File: src/rtl/sfp_norm_sequencer.sv
// Purpose : lockstep sequencer for both cores' SFP/normalization pins; each row runs RD, ACC, XWR, XWAIT, XRD, DIV, WB.
// Latency : first RD one cycle after start; 6+SYNC_LAT cycles per row; done 1+N*(6+SYNC_LAT) cycles after start.
// Backpres: start is ignored while busy; with SEQ_STALL_EN, stall freezes the FSM and squashes the strobes.
//
// Optional feature macro: SEQ_STALL_EN (adds the 'stall' input).
//
// Ports:
//   clk                 sequencer clock; every output changes on its rising edge
//   reset               synchronous, active-low reset
//   start               one-cycle pass request; honoured only in IDLE
//   num_rows[4:0]       rows per pass (0..16), captured when start is accepted
//   stall               (SEQ_STALL_EN only) hold the current step and squash its strobes
//   sfp_inst[3:0]       [1:0] core1, [3:2] core2: 00 idle, 01 accumulate, 10 divide
//   norm_mem_addr[7:0]  [3:0] core1, [7:4] core2; both nibbles are always equal
//   norm_mem_rd[1:0]    per-core norm memory read enable, bit 0 = core1
//   norm_mem_wr[1:0]    per-core norm memory write enable
//   async_interface_wr  per-core partial-sum FIFO write
//   async_interface_rd  per-core partial-sum FIFO read
//   busy                high from start acceptance through the done cycle
//   done                one-cycle pulse at the end of a pass
module sfp_norm_sequencer #(
  parameter int SYNC_LAT  = 4,
  parameter int WB_OFFSET = 8
) (
  input  logic       clk,
  input  logic       reset,
  input  logic       start,
  input  logic [4:0] num_rows,
`ifdef SEQ_STALL_EN
  input  logic       stall,
`endif
  output logic [3:0] sfp_inst,
  output logic [7:0] norm_mem_addr,
  output logic [1:0] norm_mem_rd,
  output logic [1:0] norm_mem_wr,
  output logic [1:0] async_interface_wr,
  output logic [1:0] async_interface_rd,
  output logic       busy,
  output logic       done
);

  typedef enum logic [3:0] {
    S_IDLE,
    S_RD,
    S_ACC,
    S_XWR,
    S_XWAIT,
    S_XRD,
    S_DIV,
    S_WB,
    S_DONE
  } state_t;

  localparam logic [1:0] SFP_NOP = 2'b00;
  localparam logic [1:0] SFP_ACC = 2'b01;
  localparam logic [1:0] SFP_DIV = 2'b10;

  // XWAIT is entered holding SYNC_LAT-1 and exits on zero, so it lasts
  // exactly SYNC_LAT cycles.
  localparam logic [3:0] WAIT_LOAD = 4'(SYNC_LAT - 1);
  // Truncating to 4 bits gives the modulo-16 write-back offset.
  localparam logic [3:0] WB_OFF    = 4'(WB_OFFSET);

  state_t     state;
  logic [4:0] row;       // 5 bits so a 16-row pass can compare against count-1 = 15
  logic [4:0] count;
  logic [3:0] wait_cnt;
  logic [3:0] addr_q;

  // One copy of each strobe; it is fanned out to both cores at the ports,
  // so the two cores can never see different values.
  logic [1:0] sfp_q;
  logic       rd_q;
  logic       wr_q;
  logic       awr_q;
  logic       ard_q;
  logic       done_q;

  // hold freezes all state; the registered strobes keep their values so the
  // interrupted step comes back by itself once stall drops.
  logic hold;
`ifdef SEQ_STALL_EN
  assign hold = stall && (state != S_IDLE);
`else
  assign hold = 1'b0;
`endif

  always_ff @(posedge clk) begin
    if (!reset) begin
      state    <= S_IDLE;
      row      <= 5'd0;
      count    <= 5'd0;
      wait_cnt <= 4'd0;
      addr_q   <= 4'd0;
      sfp_q    <= SFP_NOP;
      rd_q     <= 1'b0;
      wr_q     <= 1'b0;
      awr_q    <= 1'b0;
      ard_q    <= 1'b0;
      done_q   <= 1'b0;
    end else if (!hold) begin
      // Strobes are registered with the state they belong to. Each branch
      // sets the strobe of the state it moves into; all others default low.
      sfp_q  <= SFP_NOP;
      rd_q   <= 1'b0;
      wr_q   <= 1'b0;
      awr_q  <= 1'b0;
      ard_q  <= 1'b0;
      done_q <= 1'b0;

      case (state)
        S_IDLE: begin
          if (start) begin
            if (num_rows != 5'd0) begin
              count  <= num_rows;
              row    <= 5'd0;
              addr_q <= 4'd0;
              rd_q   <= 1'b1;
              state  <= S_RD;
            end else begin
              done_q <= 1'b1;
              state  <= S_DONE;
            end
          end
        end

        S_RD: begin
          sfp_q <= SFP_ACC;
          state <= S_ACC;
        end

        S_ACC: begin
          awr_q <= 1'b1;
          state <= S_XWR;
        end

        S_XWR: begin
          wait_cnt <= WAIT_LOAD;
          state    <= S_XWAIT;
        end

        S_XWAIT: begin
          if (wait_cnt == 4'd0) begin
            ard_q <= 1'b1;
            state <= S_XRD;
          end else begin
            wait_cnt <= wait_cnt - 4'd1;
          end
        end

        S_XRD: begin
          sfp_q <= SFP_DIV;
          state <= S_DIV;
        end

        S_DIV: begin
          wr_q   <= 1'b1;
          addr_q <= row[3:0] + WB_OFF;
          state  <= S_WB;
        end

        S_WB: begin
          if (row == count - 5'd1) begin
            done_q <= 1'b1;
            state  <= S_DONE;
          end else begin
            row    <= row + 5'd1;
            addr_q <= row[3:0] + 4'd1;
            rd_q   <= 1'b1;
            state  <= S_RD;
          end
        end

        S_DONE: begin
          state <= S_IDLE;
        end

        default: begin
          state <= S_IDLE;
        end
      endcase
    end
  end

  assign sfp_inst           = hold ? 4'd0 : {sfp_q, sfp_q};
  assign norm_mem_addr      = {addr_q, addr_q};
  assign norm_mem_rd        = {2{rd_q  & ~hold}};
  assign norm_mem_wr        = {2{wr_q  & ~hold}};
  assign async_interface_wr = {2{awr_q & ~hold}};
  assign async_interface_rd = {2{ard_q & ~hold}};
  assign done               = done_q & ~hold;
  assign busy               = (state != S_IDLE);

endmodule
File: config.mk
export PLATFORM = sky130hd
export DESIGN_NAME = sfp_norm_sequencer
export DESIGN_NICKNAME = d
export VERILOG_FILES = /design/src/rtl/sfp_norm_sequencer.sv
export SDC_FILE = /design/constraint.sdc
export NUM_CORES = 1
export LEC_CHECK = 0
export ABC_AREA = 1
export CAP_MARGIN = 5
export CORE_MARGIN = 8
export CORE_UTILIZATION = 43
export CTS_CLUSTER_DIAMETER = 50
export DETAILED_ROUTE_END_ITERATION = 8
export PLACE_DENSITY = 0.72
export SYNTH_ARGS = -nofsm -noshare
export SYNTH_HDL_FRONTEND = slang
export SYNTH_SLANG_ARGS = --single-unit
File: constraint.sdc
create_clock -name clk -period 1.5 [get_ports clk]
set_input_delay 0.15 -clock clk [delete_from_list [all_inputs] [get_ports clk]]
set_output_delay 0.15 -clock clk [all_outputs]
set_load 0.02 [all_outputs]
=== Yosys cells after proc, flatten, opt, wreduce, memory -nomap -nowiden ===
Index checks and enable logic that the tools add are counted.

* Logic and storage cells: 69
* Bits of input ports: 8
* Register bits: 29
* Output and inout bits: 22

* Reductions and logical operators: 13
* $add $sub $neg: 5
* Multiplexer cells: 27
* Equality and inequality tests: 13

{| class="wikitable"
|+ Operators by type and width
! operator !! number
|-
| $mux W4 || 8
|-
| $pmux W4 S8 || 1
|-
| $eq A4 B3 Y1 const B || 4
|-
| $mux W5 || 3
|-
| $pmux W4 S3 || 1
|-
| $ne A2 B2 Y1 const B || 5
|-
| $pmux W5 S2 || 1
|-
| $mux W1 || 9
|-
| $eq A4 B2 Y1 const B || 2
|-
| $logic_not A4 Y1 || 2
|-
| $pmux W4 S2 || 1
|-
| $reduce_and A4 Y1 || 2
|-
| $reduce_and A2 Y1 || 3
|-
| $add A5 B1 Y5 const B || 1
|-
| $eq A5 B5 Y1 || 1
|-
| $reduce_bool A5 Y1 || 1
|-
| $sub A5 B1 Y5 const B || 1
|-
| $add A4 B1 Y4 const B || 1
|-
| $add A4 B4 Y4 const B || 1
|-
| $eq A4 B1 Y1 const B || 1
|-
| $pmux W1 S2 || 2
|-
| $pmux W2 S2 || 1
|-
| $reduce_bool A2 Y1 || 2
|-
| $reduce_bool A4 Y1 || 1
|-
| 3 further kinds || 3
|}

=== Depth between registers and ports, before layout ===
Gate-level depths: netlist of run 1.

* Depth in word-level cells: 4
* Mapped depth: 13
* Mapped depth without buffers: 13

=== Worst setup path after synthesis of run 1 ===
Ideal clock, no wire load.

* Kind: reg2reg
* Start point: reg count[0]
* End point: reg addr_q[2]
* Period minus slack after synthesis: 1.525 ns
* Data arrival time: 1.454 ns
* Stages on the path, launching flop included: 13
* Path buffers: 0
* Required time: 1.429 ns
* Setup slack: -0.025 ns
* Setup time: 0.071 ns
* Cells stage by stage: dfxtp_1 -> inv_1 -> ha_1 -> inv_1 -> nand2_1 -> nand2_1 -> nor2_1 -> nand2_1 -> nor2_4 -> nand3_4 -> nand2_2 -> nand2_1 -> a21oi_1

* Longest elaborated chain between the ends: 4

{| class="wikitable"
|+ RTL lines
! item !! line !! RTL
|-
| start, declared || 66 || <nowiki>logic [4:0] count;</nowiki>
|-
| start signal, assigned || 115 || <nowiki>count <= num_rows;</nowiki>
|-
| $sub A5 B1 Y5 || 163 || <nowiki>if (row == count - 5'd1) begin</nowiki>
|-
| $eq A5 B5 Y1 || 163 ||
|-
| $ne A2 B2 Y1 (no source line) || - ||
|-
| $reduce_and A4 Y1 (no source line) || - ||
|-
| end signal, assigned || 158 || <nowiki>addr_q <= row[3:0] + WB_OFF;</nowiki>
|-
| end signal, assigned || 168 || <nowiki>addr_q <= row[3:0] + 4'd1;</nowiki>
|-
| end, declared || 68 || <nowiki>logic [3:0] addr_q;</nowiki>
|}

No other way between the ends.
A chain may end at the register's enable or synchronous reset.

=== Final worst setup path of run 1 ===
* Start point: reg count[0]
* End point: reg row[2]

* Longest elaborated chain between the ends: 4

{| class="wikitable"
|+ RTL lines
! item !! line !! RTL
|-
| $sub A5 B1 Y5 || 163 ||
|-
| $eq A5 B5 Y1 || 163 ||
|-
| $ne A2 B2 Y1 (no source line) || - ||
|-
| $reduce_and A4 Y1 (no source line) || - ||
|-
| end signal, assigned || 167 || <nowiki>row <= row + 5'd1;</nowiki>
|-
| end, declared || 65 || <nowiki>logic [4:0] row;</nowiki>
|}

No other way between the ends.

==> results of run 1 <==
-- cell usage in the layout (no fill, tap or decap), types with 3 or more instances in the layout --
cell type and n:
nand4_1 5, a21oi_1 15, clkdlybuf4s50_1 28, inv_2 7, buf_4 13, inv_1 23
ha_1 3, nor3_1 9, nor2_1 18, clkbuf_8 6, nand3_1 12, o21ai_0 10
a21oi_2 5, nand2_2 7, nand2_1 52, dfxtp_1 27, nand3_2 3, nor2_2 5
-- critical path: cells and delay by family (launching register included) --
family,cells,cell delay (ps)
buffers and inverters,2,70
and+or+nand+nor,8,830
AOI/OAI and AO/OA,1,120
adders and majority gates,1,260
DFF,1,330
-- power breakdown --
| part | leakage (nW) | internal, mW | switching [mW] |
|---|---|---|---|
| Combinational | 0.607 | 0.270 | 0.402 |
| Clock | 0.0585 | 0.541 | 0.294 |
| Sequential | 0.236 | 0.821 | 0.0321 |
-- cells by family (layout without fill, tap and decap cells) --
group                    count (synthesis)  in the layout
AND/OR/NAND/NOR                        119            120
buffers and inverters                   48             81
AO/OA/AOI/OAI                           32             32
XOR/XNOR                                 1              1
adder cells (fa/ha/maj)                  4              4
flip-flops                              29             29
-- metrics by stage --
step | instances | setup WS [ps] | utilization [%]
after global routing | 315 | -305.7 | 58.95
after global placement | 306 | -91.90 | 54.34
after floorplan | 233 | 17.09 | -
after CTS | 315 | -106.1 | 57.83
final | 315 | -146.5 | 58.95
after detailed placement | 306 | -124.3 | 54.34
-- worst max-delay path by stage --
stage	from	endpoint	slack, ps	depth (start not counted)
3_3_place_gp	num_rows[2]	addr_q[3]	-90	10
6_report	count[0]	row[2]	-150	12
5_1_grt	count[0]	row[2]	-310	12
4_1_cts	count[0]	row[0]	-110	12
3_5_place_dp	count[1]	row[0]	-120	12
2_1_floorplan	count[1]	addr_q[2]	20	12
-- metal layers --
metal / track usage [%] / vias up / share of wire (%)
li1: - / 801 / -
met1: 12.93 / 683 / 45
met2: 21.22 / 27 / 47
met3: 4.724 / 7 / 6.1
met4: 5.660 / 0 / 1.8
met5: 0 / - / 0
-- flip-flops by register name, summed over array words and instances, names as in the netlist --
register	cells
addr_q	4
ard_q	1
awr_q	1
count	5
done	1
rd_q	1
row	5
sfp_q	2
state	4
wait_cnt	4
wr_q	1
-- final cells by class --
cell class / count / area, sq um / share of cell area, %
Multi-Input combinational cell: 157 / 892.1 / 41.33
Timing Repair Buffer: 42 / 387.9 / 17.97
Sequential cell: 29 / 583.1 / 27.01
Clock buffer: 7 / 86.33 / 4.000
Clock inverter: 1 / 30.03 / 1.391
Inverter: 31 / 118.9 / 5.507
Tap cell: 48 / 60.06 / 2.783
-- what timing repair did --
| item | in CTS | in global routing |
|---|---|---|
| pin swaps | 2 | 6 |
| endpoints found under the setup margin | 14 | 23 |
| hold buffers | 0 | 0 |
| gates resized for setup | 4 | 14 |
| cloned | 1 | 0 |
==> metrics.txt, run 1 <==
Die Y=77.86 um; xor-xnor portion of the synthesized cell area=less than 1%; layout cell share with drive strength beyond 1=22.47%; vias per cell=4.819; CP max stage cell=dfxtp_2; CP startpoint kind=flop; final setup fails=13; Skew-Pair Late Insertion Delay=280 ps; Synth Area in Adders=under 10%; initial antenna violation count=0; FF-to-FF Start=count[0]; largest net degree at the start of global routing=21; Row Count=22; vias in the first global route=about 1400; CTS buffer count=5; count leader, synth=nand2_1; largest family of logic cells by synthesized area=simple AND/OR/NAND/NOR gates; Worst Hold Class=reg2reg; Synth Area in Compound Gates=about a tenth; Synth top area share=35.29%; top cells by count, synth=55 x nand2_1, 29 x dfxtp_1, 26 x inv_1; period utilisation layout=109.8%; DRT antenna net count=0; Max Cap Viol=0; Mapped Area=1645 sq um; Post-DP HPWL=between 2 and 3 mm; Worst VDD drop=a little under 0.6 mV; Slew headroom=81.22%; drt drc=0; GRT Resource Usage Total=12.31%; Final min period=1646 ps; Worst Tran Pin Value=279.6 ps; WL/cell=roughly 12 um; DR pass1 iterations=4; ys async rst share=0%; antenna cells=0; H-tree depth=2; Power, Total=between 2 and 2.5 mW; vias=1518; placed cell area=roughly 2000 sq um; Setup WS post-layout=-146.5 ps; initial DRC count=91; syn avg cell area=7.061 sq um; hold_sp=count[4]; violated checks=setup timing; Clock Tree Buf Depth=2; Area Growth Syn to Fin=31.18%; Power Dens Cells=1093 nW/um^2; post-synthesis simple-gate area fraction=36.35%; kind of critical path=reg2reg; fmax=approximately 610 MHz; IO buf count=29; clock sink total=29; Net Count, Synth=about 250; Final Slew Violations=0; RR Endpoint=row[2]; Setup crit end kind=flop; final setup TNS=-1322 ps; CP Cell Sequence=inv_2, ha_4, inv_2, nand2_1, nand2_1, nor2_2, nand2_2, nor2_4, nand3_4, nand3_4, nand2_1, a21oi_2; Synth Flop Type=dfxtp_1; clk_skew=~5.1 ps; leakage=about 0.9 nW; R2R Setup Slk=-150 ps; Synth cell types=25; final instance area=2158 sq um; unrepaired setup endpoints after global routing=true; Synth Instances=233; CTS clk-pin slew, worst paths=roughly 60 ps; GP Congestion=0.8704; CTS root buf=clkbuf_8; IO Pins=30; cell mode on critical path=nand2_1; CP required=around 1700 ps; Final Hold Fails=0; max incr delay on CP=330 ps; Worst Hold Depth=2; number of nets in the layout=278; Worst R2R Path Depth=12; Hold Crit Endpoint=count[4]; TritonCTS clock tree=done; largest area contributor in the netlist=dfxtp_1; post-CTS setup repair buffer count=0; sequential share of the synthesized area=35.29%; Critical Path AT=between 1500 and 2000 ps; YS warnings=0; GRT overflow=0; FILL cells=352; die area=6061 sq um; post-synthesis register bit count=29; first-pass GRT wire length=6.134 mm; worst-path fanout max=6; WHS=~460 ps; mux cell area share after synthesis=0%; core area=3661 sq um; status=finished, violations left; WL final=3.634 mm; Starting Density=44.94%; top post-synthesis cells by area=dfxtp_1 35%, nand2_1 13%, buf_4 6.4%, a21oi_1 6.1%, inv_1 5.9%; die width=roughly 78 um; number of flops mapped to enable cells by yosys=0
No activity file was read; power rests on OpenSTA's default activity.
==> run 2: changes to the inputs <==
--- a/config.mk
+++ b/config.mk
@@ -7,11 +7,11 @@
 export LEC_CHECK = 0
 export ABC_AREA = 1
 export CAP_MARGIN = 5
-export CORE_MARGIN = 8
+export CORE_MARGIN = 4
 export CORE_UTILIZATION = 43
 export CTS_CLUSTER_DIAMETER = 50
 export DETAILED_ROUTE_END_ITERATION = 8
-export PLACE_DENSITY = 0.72
+export PLACE_DENSITY = 0.7
 export SYNTH_ARGS = -nofsm -noshare
 export SYNTH_HDL_FRONTEND = slang
 export SYNTH_SLANG_ARGS = --single-unit
==> constraint.sdc (replaced) <==
create_clock -name clk -period 1.6 [get_ports clk]
set_input_delay 0.16 -clock clk [delete_from_list [all_inputs] [get_ports clk]]
set_output_delay 0.16 -clock clk [all_outputs]
set_load 0.02 [all_outputs]
==> metrics.txt, run 2 (synthesis gave the netlist of run 1 again) <==
DR pass1 iterations=4; WL final=between 3 and 4 mm; largest net degree at the start of global routing=21; Starting Density=44.61%; CP required=1820 ps; CTS buffer count=5; GRT Resource Usage Total=13.79%; vias=roughly 1500; status=finished, final reports clean; GP Congestion=0.7554; CTS root buf=clkbuf_8; Worst Tran Pin Value=328.4 ps; DP Worst Slack=-18.03 ps; Skew-Pair Late Insertion Delay=280 ps; first-pass GRT wire length=5.395 mm; WHS=around 470 ps; R2R Setup Slk=~13 ps; H-tree depth=2; number of nets in the layout=274; initial antenna violation count=0; CP startpoint kind=flop; Final Slew Violations=0; hold_sp=count[4]; CP Cell Sequence=inv_2, ha_4, inv_2, nand2_1, nand2_1, nor2_1, nand2_1, nor2_4, nand3_4, nand3_4, nand2_1, a21oi_2; CP delay by family, top=simple AND/OR/NAND/NOR gates; Critical Path AT=1810 ps; die width=~70 um; Final min period=roughly 1600 ps; clock sink total=29; leakage=a little under 0.9 nW; Row Count=22; met1 usage=16.20%; busiest grt layer=met2; commonest non-fill, non-tap cell in the layout=nand2_1; Clock Tree Buf Depth=2; Post-DP HPWL=approximately 2.4 mm; unrepaired setup endpoints after global routing=true; FILL cells=379; Max Cap Viol=0; kind of critical path=reg2reg; vias in the first global route=1283; drt drc=0; worst-path fanout max=6; top flop regs=count (5), row (5); Power Dens Cells=974.9 nW/um^2; period utilisation layout=99.20%; initial DRC count=51; CTS clk-pin slew, worst paths=60 ps; met2 Use GR=between 20 and 25%; Worst VDD drop=around 0.54 mV; final setup fails=0; most frequent cells in the layout=54 x nand2_1, 28 x dfxtp_1, 28 x clkdlybuf4s50_1; IO buf count=29; Area Growth Syn to Fin=26.92%; Worst R2R Path Depth=12; Worst Hold Class=reg2reg; Hold Crit Endpoint=count[4]; Core Util, Final=56.61%; clk_skew=6.414 ps; CP max stage cell=dfxtp_2; die area=4880 sq um; DRT antenna net count=0; WL/cell=approximately 11 um; IO Pins=30; GRT overflow=0; Die Y=around 70 um; Slew headroom=about 78%; TritonCTS clock tree=done; RR Endpoint=row[2]; layout cell share with drive strength beyond 1=18.32%; M3 GR Usage=5.612%; max incr delay on CP=330 ps; Setup WS post-layout=roughly 13 ps; Setup crit end kind=flop; fmax=630.0 MHz; antenna cells=0; crit path buf inv count=2; cell mode on critical path=nand2_1; final instance area=approximately 2100 sq um; Worst Hold Depth=2; FF-to-FF Start=count[0]; core area=3689 sq um; Final Hold Fails=0; placed cell area=1931 sq um; hold buffer count at CTS=0; vias per cell=4.832
==> run 2: worst max-delay path by stage <==
stage / startpoint / endpoint / slack, ps / cells past startpoint
after global placement: num_rows[2] / addr_q[2] / 9 / 10
after global routing: count[0] / row[2] / -90 / 12
after floorplan: count[0] / addr_q[2] / 80 / 12
after detailed placement: num_rows[2] / addr_q[1] / -20 / 10
after CTS: count[0] / addr_q[1] / 1 / 12
final: count[0] / row[2] / 10 / 12
==> run 2: cell type report <==
cell class / instances / area (sq um) / area share, %
repair buffers: 38 / 356.6 / 17.08
clock buffers: 7 / 86.33 / 4.134
inverters: 31 / 118.9 / 5.692
well taps: 48 / 60.06 / 2.876
multi-input cells: 157 / 884.6 / 42.36
flip-flops and latches: 29 / 581.8 / 27.86
==> run 2: report_power, final <==
part / total, mW / leakage [nW] / internal (mW) / switching, mW
Clock: 0.613 / 0.0443 / 0.340 / 0.272
Sequential: 0.798 / 0.236 / 0.769 / 0.0293
Combinational: 0.625 / 0.585 / 0.250 / 0.375
Total: 2.04 / 0.865 / 1.36 / 0.677
==> run 2: tightest hold or removal path: stages, from the launching register on <==
cell and delay (ps):
dfxtp_1 320, inv_1 50, a21oi_1 50
==> run 2: layer usage <==
metal,part of all wire [%],vias up
li1,-,791
met1,48,661
met2,44,40
met3,6.0,6
met4,1.8,0
met5,0,-
==> run 2: repair_timing <==
item	CTS	global route
pin swaps	0	7
resized for setup	2	12
setup endpoints to repair	9	13
hold endpoints to repair	0	0
gates cloned	0	1
buffers inserted	0	2
==> run 2: through the flow <==
stage / std cells / power, mW / TNS (ps)
after floorplan: 233 / 1.241 / 0
after global placement: 300 / 1.380 / 0
after detailed placement: 300 / 1.385 / -54.21
after CTS: 307 / 2.001 / 0
after global routing: 310 / 2.168 / -671.4
final: 310 / 2.036 / 0
